File: config.mk
export PLATFORM = sky130hd
export DESIGN_NAME = spi_target
export DESIGN_NICKNAME = d
export VERILOG_FILES = /design/src/rtl/spi_target.sv
export SDC_FILE = /design/constraint.sdc
export NUM_CORES = 1
export LEC_CHECK = 0
export BUFFER_PORTS_ARGS = -buffer_cell sky130_fd_sc_hd__buf_2
export CAP_MARGIN = 20
export CORE_ASPECT_RATIO = 0.7
export CORE_UTILIZATION = 54
export CTS_BUF_LIST = sky130_fd_sc_hd__clkbuf_16
export CTS_CLUSTER_DIAMETER = 30
export CTS_CLUSTER_SIZE = 25
export DETAILED_ROUTE_END_ITERATION = 12
export GPL_ROUTABILITY_DRIVEN = 1
export GPL_TIMING_DRIVEN = 0
export HOLD_SLACK_MARGIN = 0.08
export PLACE_DENSITY = 0.78
export SLEW_MARGIN = 20
export SYNTH_ARGS = -nofsm -noshare
export SYNTH_HDL_FRONTEND = slang
export SYNTH_SLANG_ARGS = --single-unit
File: constraint.sdc
create_clock -name clk_i -period 2.26 [get_ports clk_i]
set_clock_uncertainty 0.15 [all_clocks]
set_input_delay 0.226 -clock clk_i [delete_from_list [all_inputs] [get_ports clk_i]]
set_output_delay 0.226 -clock clk_i [all_outputs]
set_load 0.01 [all_outputs]
File: src/rtl/spi_target.sv
// spi_target: single-lane SPI responder. Oversamples SCK/CSB/SD in the clk_i
// domain, deserialises MSB-first bytes into a 1-entry RX holding register and
// serialises bytes from a ready/valid TX stream. All four CPOL/CPHA modes.
module spi_target #(
    parameter int         SyncStages = 2,
    parameter logic [7:0] FillByte   = 8'hFF
) (
    input  logic       clk_i,
    input  logic       rst_i,
    input  logic       cfg_cpol_i,
    input  logic       cfg_cpha_i,
    input  logic       spi_sck_i,
    input  logic       spi_csb_i,
    input  logic       spi_sd_i,
    output logic       spi_sd_o,
    output logic       spi_sd_en_o,
    output logic [7:0] rx_data_o,
    output logic       rx_valid_o,
    input  logic       rx_ready_i,
    input  logic [7:0] tx_data_i,
    input  logic       tx_valid_i,
    output logic       tx_ready_o,
    output logic       rx_overflow_o,
    output logic       tx_underflow_o,
    output logic       busy_o
);

    typedef enum logic {IDLE, ACTIVE} state_t;

    logic [SyncStages-1:0] r_sck_sync, r_csb_sync, r_sd_sync;
    logic                  r_sck_prev, r_csb_prev;

    state_t     r_state;
    logic       r_busy, r_sd_en;
    logic [2:0] r_bit_cnt;
    logic       r_bnd_pend;   // cpha=0: 8th sample seen, next shift edge loads
    logic [7:0] r_tx_shift, r_rx_shift;
    logic [7:0] r_rx_data;
    logic       r_rx_valid, r_rx_ovf;

    logic       w_sck, w_csb, w_sd;
    logic       w_csb_fall, w_csb_rise, w_lead, w_trail;
    logic       w_active, w_do_sample, w_do_shift, w_boundary;
    logic       w_load, w_rx_done;
    logic [7:0] w_rx_byte, w_tx_next;

    // Input synchronisers plus one edge-detect flop. CSB resets low so that a
    // reset taken with CSB already low never looks like a fresh falling edge.
    always_ff @(posedge clk_i) begin
        if (rst_i) begin
            r_sck_sync <= '0;
            r_csb_sync <= '0;
            r_sd_sync  <= '0;
            r_sck_prev <= 1'b0;
            r_csb_prev <= 1'b0;
        end else begin
            r_sck_sync <= {r_sck_sync[SyncStages-2:0], spi_sck_i};
            r_csb_sync <= {r_csb_sync[SyncStages-2:0], spi_csb_i};
            r_sd_sync  <= {r_sd_sync[SyncStages-2:0],  spi_sd_i};
            r_sck_prev <= r_sck_sync[SyncStages-1];
            r_csb_prev <= r_csb_sync[SyncStages-1];
        end
    end

    assign w_sck = r_sck_sync[SyncStages-1];
    assign w_csb = r_csb_sync[SyncStages-1];
    assign w_sd  = r_sd_sync[SyncStages-1];

    assign w_csb_fall = r_csb_prev & ~w_csb;
    assign w_csb_rise = ~r_csb_prev & w_csb;
    // Leading edge leaves the idle level, trailing edge returns to it.
    assign w_lead  = cfg_cpol_i ? (r_sck_prev & ~w_sck) : (~r_sck_prev & w_sck);
    assign w_trail = cfg_cpol_i ? (~r_sck_prev & w_sck) : (r_sck_prev & ~w_sck);

    // CSB rising wins over any SCK edge seen in the same cycle.
    assign w_active    = (r_state == ACTIVE) & ~w_csb_rise;
    assign w_do_sample = w_active & (cfg_cpha_i ? w_trail : w_lead);
    assign w_do_shift  = w_active & (cfg_cpha_i ? w_lead : w_trail);
    assign w_boundary  = cfg_cpha_i ? (r_bit_cnt == 3'd0) : r_bnd_pend;

    assign w_load = ~rst_i &
                    (((r_state == IDLE) & w_csb_fall & ~cfg_cpha_i) |
                     (w_do_shift & w_boundary));
    assign w_tx_next = tx_valid_i ? tx_data_i : FillByte;

    assign w_rx_byte = {r_rx_shift[6:0], w_sd};
    assign w_rx_done = w_do_sample & (r_bit_cnt == 3'd7);

    // Transfer FSM: bit counter, shift registers and pad enable.
    always_ff @(posedge clk_i) begin
        if (rst_i) begin
            r_state    <= IDLE;
            r_busy     <= 1'b0;
            r_sd_en    <= 1'b0;
            r_bit_cnt  <= 3'd0;
            r_bnd_pend <= 1'b0;
            r_tx_shift <= 8'h00;
            r_rx_shift <= 8'h00;
        end else begin
            case (r_state)
                IDLE: begin
                    if (w_csb_fall) begin
                        r_state    <= ACTIVE;
                        r_busy     <= 1'b1;
                        r_sd_en    <= 1'b1;
                        r_bit_cnt  <= 3'd0;
                        r_bnd_pend <= 1'b0;
                        r_rx_shift <= 8'h00;
                    end
                    if (w_load)
                        r_tx_shift <= w_tx_next;
                end
                ACTIVE: begin
                    if (w_csb_rise) begin
                        r_state    <= IDLE;
                        r_busy     <= 1'b0;
                        r_sd_en    <= 1'b0;
                        r_bit_cnt  <= 3'd0;
                        r_bnd_pend <= 1'b0;
                        r_rx_shift <= 8'h00;
                    end else begin
                        if (w_do_sample) begin
                            r_rx_shift <= w_rx_byte;
                            r_bit_cnt  <= r_bit_cnt + 3'd1;
                            if (w_rx_done && !cfg_cpha_i)
                                r_bnd_pend <= 1'b1;
                        end
                        if (w_load) begin
                            r_tx_shift <= w_tx_next;
                            r_bnd_pend <= 1'b0;
                        end else if (w_do_shift) begin
                            r_tx_shift <= {r_tx_shift[6:0], 1'b0};
                        end
                    end
                end
                default: r_state <= IDLE;
            endcase
        end
    end

    // RX holding register: keep the old byte on overflow, but a completion
    // coinciding with an accepting handshake simply replaces it.
    always_ff @(posedge clk_i) begin
        if (rst_i) begin
            r_rx_data  <= 8'h00;
            r_rx_valid <= 1'b0;
            r_rx_ovf   <= 1'b0;
        end else begin
            r_rx_ovf <= 1'b0;
            if (w_rx_done) begin
                if (r_rx_valid && !rx_ready_i) begin
                    r_rx_ovf <= 1'b1;
                end else begin
                    r_rx_data  <= w_rx_byte;
                    r_rx_valid <= 1'b1;
                end
            end else if (r_rx_valid && rx_ready_i) begin
                r_rx_valid <= 1'b0;
            end
        end
    end

    assign spi_sd_o       = r_sd_en & r_tx_shift[7];
    assign spi_sd_en_o    = r_sd_en;
    assign busy_o         = r_busy;
    assign rx_data_o      = r_rx_data;
    assign rx_valid_o     = r_rx_valid;
    assign rx_overflow_o  = r_rx_ovf;
    assign tx_ready_o     = w_load;
    assign tx_underflow_o = w_load & ~tx_valid_i;

endmodule

==> results.toml, run 1 <==
[logic_synthesis]
synthTopCellsByCount = "dfxtp_1, mux2i_1, nor2_1"
synthMuxAreaShare_pct = 11.9
synth.avg_cell_area_um2 = 9.66
synth_top_area_share_pct = 45.9
synth_edf_count = 0
synth-xor-area-share_pct = 0.515
synth_top_family_by_area = "simple AND/OR/NAND/NOR gates"
netlist_area_mm2 = 0.00170
yosysSeqAreaShare_pct = 45.9
synth_top_flop_cell = "dfxtp_1"
synth_fp_nets = 196
yosys.area_share.simple_pct = 23.1
synth_seq_cells = 39
synth_fa_ha_area_share_pct = 2.21
synth.most_common_cell = "dfxtp_1"
synth.area.top_cells = "dfxtp_1, mux2i_1, a32o_1"
ys_warn_count = 0
syn_inst = 176
synth-compound-area-share_pct = 12.8
yosys.area.top_type = "dfxtp_1"
synth_cell_types = 33
postSynth.asyncResetShare_pct = 0

[floorplan]
dieHeight_um = 49.0
placementRows = 16
core_area_mm2 = 0.00288
die_x_um = 69.1
design.portCount = 32
die-area_mm2 = 0.00338
initial_core_util_pct = 59.0

[finish]
regArea_um2 = 781
design_area_mm2 = 0.00209
area_growth_pct = 23.2
multi_input_area_um2 = 883
instances_no_fill = 254
final_core_util_pct = 72.7
diodes = 0
nets = 237
fillers = 224
drive_gt1_share_pct = 21.6

[sta]
worst_slack_ns = 0.0492
fmax_mhz = 452
worst_slew_margin_rel_pct = 57.9
drv_slew = 0
hold_violations = 0
rsz0062_at_grt = "yes"
period_share_pct = 97.8
fin_crit_ns = 2.21
setup_viol = 0
worstMarginPinSlew_ns = 0.625

[placement]
placed_cells = 243
dpl.hpwl_um = 2530
place_congestion = 0.844
dp_slack_ns = 0.0771
place_area_mm2 = 0.00190
port-buffer-count = 31

[clock_tree]
worstSkewPairLatency_ns = 0.28
root_buffer = "clkbuf_16"
cts-htree-levels = 2
clk_pin_slew_ns = 0.05
cts_buffer_depth = 2
cts_tree = "done"
cts_buffers = 5
cts.sinks = 39

[worst_setup_path]
critPathLaunchType = "flip-flop"
rrSetupSlack_ns = 0.13
crit_required_ns = 1.88
critPathMaxStageDelay_ns = 0.36
crit_chain = "inv_1 > ha_1 > and3b_1 > o2111ai_2 > o31a_1 > a21oi_4 > nor2b_1 > buf_2"
reg2reg_depth = 8
reg2reg_to = "r_tx_shift[5]"
arrival_ns = 1.83
cp-startpoint = "r_bit_cnt[0]"
endpoint_kind = "primary output"
reg2reg_from = "r_bit_cnt[0]"
path_class = "flip-flop to primary output"
timing.critical_path.fanout_max = 4
cpMaxStageDelayCell = "dfxtp_1"

[route]
drc_errors = 0
wirelength_um = 3520
ant_nets = 0
dr.pass1.iters = 4
wl_per_cell_um = 13.9
first_iter_violations = 59
vias_per_cell = 5.58
via_count = 1417

[run]
cap_viol_max_count = 0

[pwr]
power.leakage_nw = 0.842
vdd_ir_drop_max_v = 0.000543
power.density_mw_per_mm2 = 699

[grt]
grt_pass1_vias = 1346
grt-ovfl-total = 0
grt_pass1_wl_um = 5850
gr-usage-all-layers_pct = 22.3
grt_max_degree = 12
antenna_found_initial = 0

[worst_hold_path]
hold_path_class = "input pin to flip-flop"
hold_end = "rx_overflow_o"
hold_depth = 3
min_from = "rx_ready_i"

[outcome]
status = "completed"
## cells in the final DEF (no fill, tap or decap), drive strengths merged, types with 6 or more instances in the layout
cell type and n:
dfxtp 39, a21oi 7, nor2 14, clkbuf 10
nor2b 9, buf 36, nand2 13, a32o 7
mux2i 18, nand3b 9, o21bai 6, nand2b 11
## flip-flops by register name (all words and copies together) (netlist names)
signal	cells
r_bit_cnt	3
r_rx_shift	7
r_sck_sync	2
rx_data_o	8
spi_sd_en_o	1
rx_overflow_o	1
r_sck_prev	1
r_bnd_pend	1
r_csb_prev	1
r_csb_sync	2
r_state	1
r_tx_shift	8
r_sd_sync	2
rx_valid_o	1
## critical path, delay by kind of cell, from the launching register on
family,cells,cell delay [ns]
buffers and inverters,2,0.20
adder cells (fa/ha/maj),1,0.20
flip-flops,1,0.36
AO/OA/AOI/OAI,3,0.43
AND/OR/NAND/NOR,2,0.36
## report_power, final
group | switching, mW | total, mW | internal [mW]
logic | 0.0559 | 0.107 | 0.0509
clock network | 0.252 | 0.648 | 0.396
registers | 0.00838 | 0.709 | 0.701
total | 0.316 | 1.46 | 1.15
## layer usage
metal | up-vias | track usage, % | part of all wire, %
li1 | 702 | - | -
met1 | 658 | 27.8 | 48
met2 | 42 | 34.0 | 45
met3 | 15 | 6.40 | 4.2
met4 | 0 | 14.3 | 3.1
met5 | - | 0 | 0
## through the flow
stage                     total power, mW  hold slack (ns)  TNS (ns)
after floorplan                     0.786            0.204         0
after global placement              0.818            0.269         0
after detailed placement            0.823            0.281         0
after CTS                            1.47            0.109         0
after global routing                 1.51            0.141   -0.0585
final                                1.46            0.113         0
## kinds of logic after synthesis
family / count (synthesis)
multiplexers: 20
adder cells (fa/ha/maj): 3
XOR/XNOR: 1
flip-flops: 39
AO/OA/AOI/OAI: 28
AND/OR/NAND/NOR: 71
buffers and inverters: 14
## worst max-delay path by stage
stage	to	slack, ns	depth (start not counted)
after CTS	tx_underflow_o	0.002	6
after floorplan	tx_underflow_o	0.13	6
after global routing	tx_underflow_o	-0.06	8
after detailed placement	tx_underflow_o	0.08	7
after global placement	tx_underflow_o	0.12	7
final	tx_underflow_o	0.05	8
## final cells by class
type | count | share of cell area (%)
multi-input combinational | 123 | 42.2
sequential | 39 | 37.3
timing repair buffer | 35 | 9.20
clock buffer | 5 | 5.97
tap | 36 | 2.15
buffer | 9 | 1.97
inverter | 4 | 0.717
clock inverter | 3 | 0.538
## timing repair
| item | 4_1_cts | 5_1_grt |
|---|---|---|
| hold buffers | 3 | 0 |
| setup endpoints to repair | 2 | 9 |
| gates resized for setup | 2 | 5 |
| setup buffers | 1 | 0 |
| hold endpoints to repair | 3 | 0 |
| pin swaps | 0 | 2 |
No activity file was read; power rests on OpenSTA's default activity.
==> run 2, diff against run 1 <==
Settings changed: ABC_AREA set to 1, CORE_MARGIN set to 2, PLACE_DENSITY 0.78 to 0.77.
==> run 2 against run 1 <==
Setup slack improved by 0.22 ns; cell count rose by 27%; global-route usage fell by 0.85 points; first-iteration DRC count rose by 130%; core utilization fell by 3.1 points; final area rose by 5.2%; hold slack got worse by 0.0017 ns; synthesized cell count rose by 38%; highest routed layer unchanged.
==> results.toml, run 2 <==
[clock_tree]
root_buffer = "clkbuf_16"
post_cts_buffers = 0
cts_tree = "done"
clk_pin_slew_ns = 0.06
cts.sinks = 39
cts_buffers = 5
cts_buffer_depth = 2
cts-htree-levels = 2
worstSkewPairLatency_ns = 0.28

[worst_hold_path]
hold_path_class = "input pin to flip-flop"
hold_depth = 3

[logic_synthesis]
yosysSeqAreaShare_pct = 43.2
synth.avg_cell_area_um2 = 7.44
synth_cell_types = 24
netlist_area_mm2 = 0.00181
synth.most_common_cell = "inv_1"
syn_inst = 243
synth_fp_nets = 263
synthTopCellsByCount = "inv_1, dfxtp_1, nand2_1"
synth_top_area_share_pct = 43.2
yosys.area.top_type = "dfxtp_1"
synth_edf_count = 0
synth_seq_cells = 39
ys_warn_count = 0
postSynth.asyncResetShare_pct = 0
synth.area.top_cells = "dfxtp_1, inv_1, nand2_1"
synth_top_flop_cell = "dfxtp_1"

[grt]
antenna_found_initial = 0
grt_pass1_vias = 1416
grt_max_degree = 14
grt_pass1_wl_um = 6070
grt-ovfl-total = 0
gr-usage-all-layers_pct = 21.4

[finish]
area_growth_pct = 22.0
nets = 303
drive_gt1_share_pct = 23.9
final_core_util_pct = 69.5
final_cell_mix = "inv_1, dfxtp_1, nand2_1, nor2_1, buf_2"
final_common_cell = "inv_1"
diodes = 0

[sta]
drv_slew = 0
final.setup.tns_ns = 0
fin_crit_ns = 1.99
worstMarginPinSlew_ns = 0.516
rsz0062_at_grt = "no"
fmax_mhz = 503
hold_violations = 0
worst_slew_margin_rel_pct = 65.6
period_share_pct = 88.0
setup_viol = 0

[worst_setup_path]
cpMaxStageDelayCell = "dfxtp_1"
critPathLaunchType = "flip-flop"
endpoint_kind = "primary output"
critPathMaxStageDelay_ns = 0.33
crit_path_frequent_cell = "inv_1"
cp_num_cells = 9
timing.critical_path.fanout_max = 6
path_class = "flip-flop to primary output"
crit_chain = "inv_1 > ha_1 > a21oi_1 > nor2_1 > nand3_1 > nand2_2 > nand2_4 > inv_1 > buf_2"
rrSetupSlack_ns = 0.40
crit_family = "simple AND/OR/NAND/NOR gates"
reg2reg_depth = 13
arrival_ns = 1.61
crit_required_ns = 1.88
critical_path_buf_inv_count = 3

[route]
ant_nets = 0
vias_per_cell = 4.94
drc_errors = 0
wirelength_um = 3720
via_count = 1592
dr.pass1.iters = 4
first_iter_violations = 137
wl_per_cell_um = 11.6

[floorplan]
placementRows = 17
initial_core_util_pct = 57.0
core_area_mm2 = 0.00317
dieHeight_um = 52.4
design.portCount = 32
die-area_mm2 = 0.00383
die_x_um = 73.1

[placement]
place_congestion = 0.843
dpl.hpwl_um = 2680
port-buffer-count = 30

[pwr]
power.density_mw_per_mm2 = 739
power.leakage_nw = 1.08
vdd_ir_drop_max_v = 0.000415
finalPower_mw = 1.63

[outcome]
status = "completed"

[run]
cap_viol_max_count = 0
-- run 2: kinds of logic after synthesis --
logic type      synth area share, %
simple gates                   27.4
buf+inv                        12.7
compound gates                 14.7
flops                          43.2
fa+ha+maj                      2.08
-- run 2: path summary, 6_finish.rpt --
kind,end,startpoint
worst min register to register,r_csb_sync[1],r_csb_sync[0]
worst max-delay path,tx_ready_o,r_bit_cnt[0]
worst max register to register,r_tx_shift[7],r_bit_cnt[0]
worst min-delay path,r_tx_shift[0],tx_data_i[0]
-- run 2: timing repair --
item | 4_1_cts | 5_1_grt
hold buffers | 3 | 0
hold endpoints to repair | 3 | 0
resized for setup | 0 | 0
-- run 2: final cells by class --
type	instances	area (µm²)
fill	256	966
multi-input combinational	151	797
sequential	39	781
timing repair buffer	33	180
inverter	43	161
clock buffer	5	125
buffer	10	67.6
tap	38	47.5
clock inverter	3	43.8
-- run 2: where the power goes --
| group | internal, mW | switching [mW] | leakage (nW) |
|---|---|---|---|
| Sequential | 0.708 | 0.0103 | 0.317 |
| Clock | 0.520 | 0.270 | 0.0838 |
| Combinational | 0.0480 | 0.0705 | 0.679 |
| Total | 1.28 | 0.351 | 1.08 |
-- run 2: layer usage --
metal	GRT usage, %	routed length, µm	part of all wire [%]	vias to the layer above
met5	0	0	0	-
met4	8.33	44	1.2	0
met3	7.12	190	5.1	7
met2	35.7	1760	47	42
met1	25.6	1720	46	710
li1	-	-	-	833
-- run 2: worst reg2reg max path: cells and delay by family, from the launching register on --
kind                     cells  cell delay (ns)
AND/OR/NAND/NOR              9             0.69
adder cells (fa/ha/maj)      1             0.19
flip-flops                   1             0.33
buffers and inverters        2             0.22
AO/OA/AOI/OAI                1             0.18
-- run 2: through the flow --
step           area [µm²]  setup slack, ns  hold WS [ns]  cells
3_5_place_dp         2000            0.453         0.246    311
3_3_place_gp         2000            0.472         0.239    311
6_report             2200            0.272         0.111    322
2_1_floorplan        1810            0.636         0.183    243
4_1_cts              2200            0.285         0.104    322
5_1_grt              2200            0.184         0.121    322
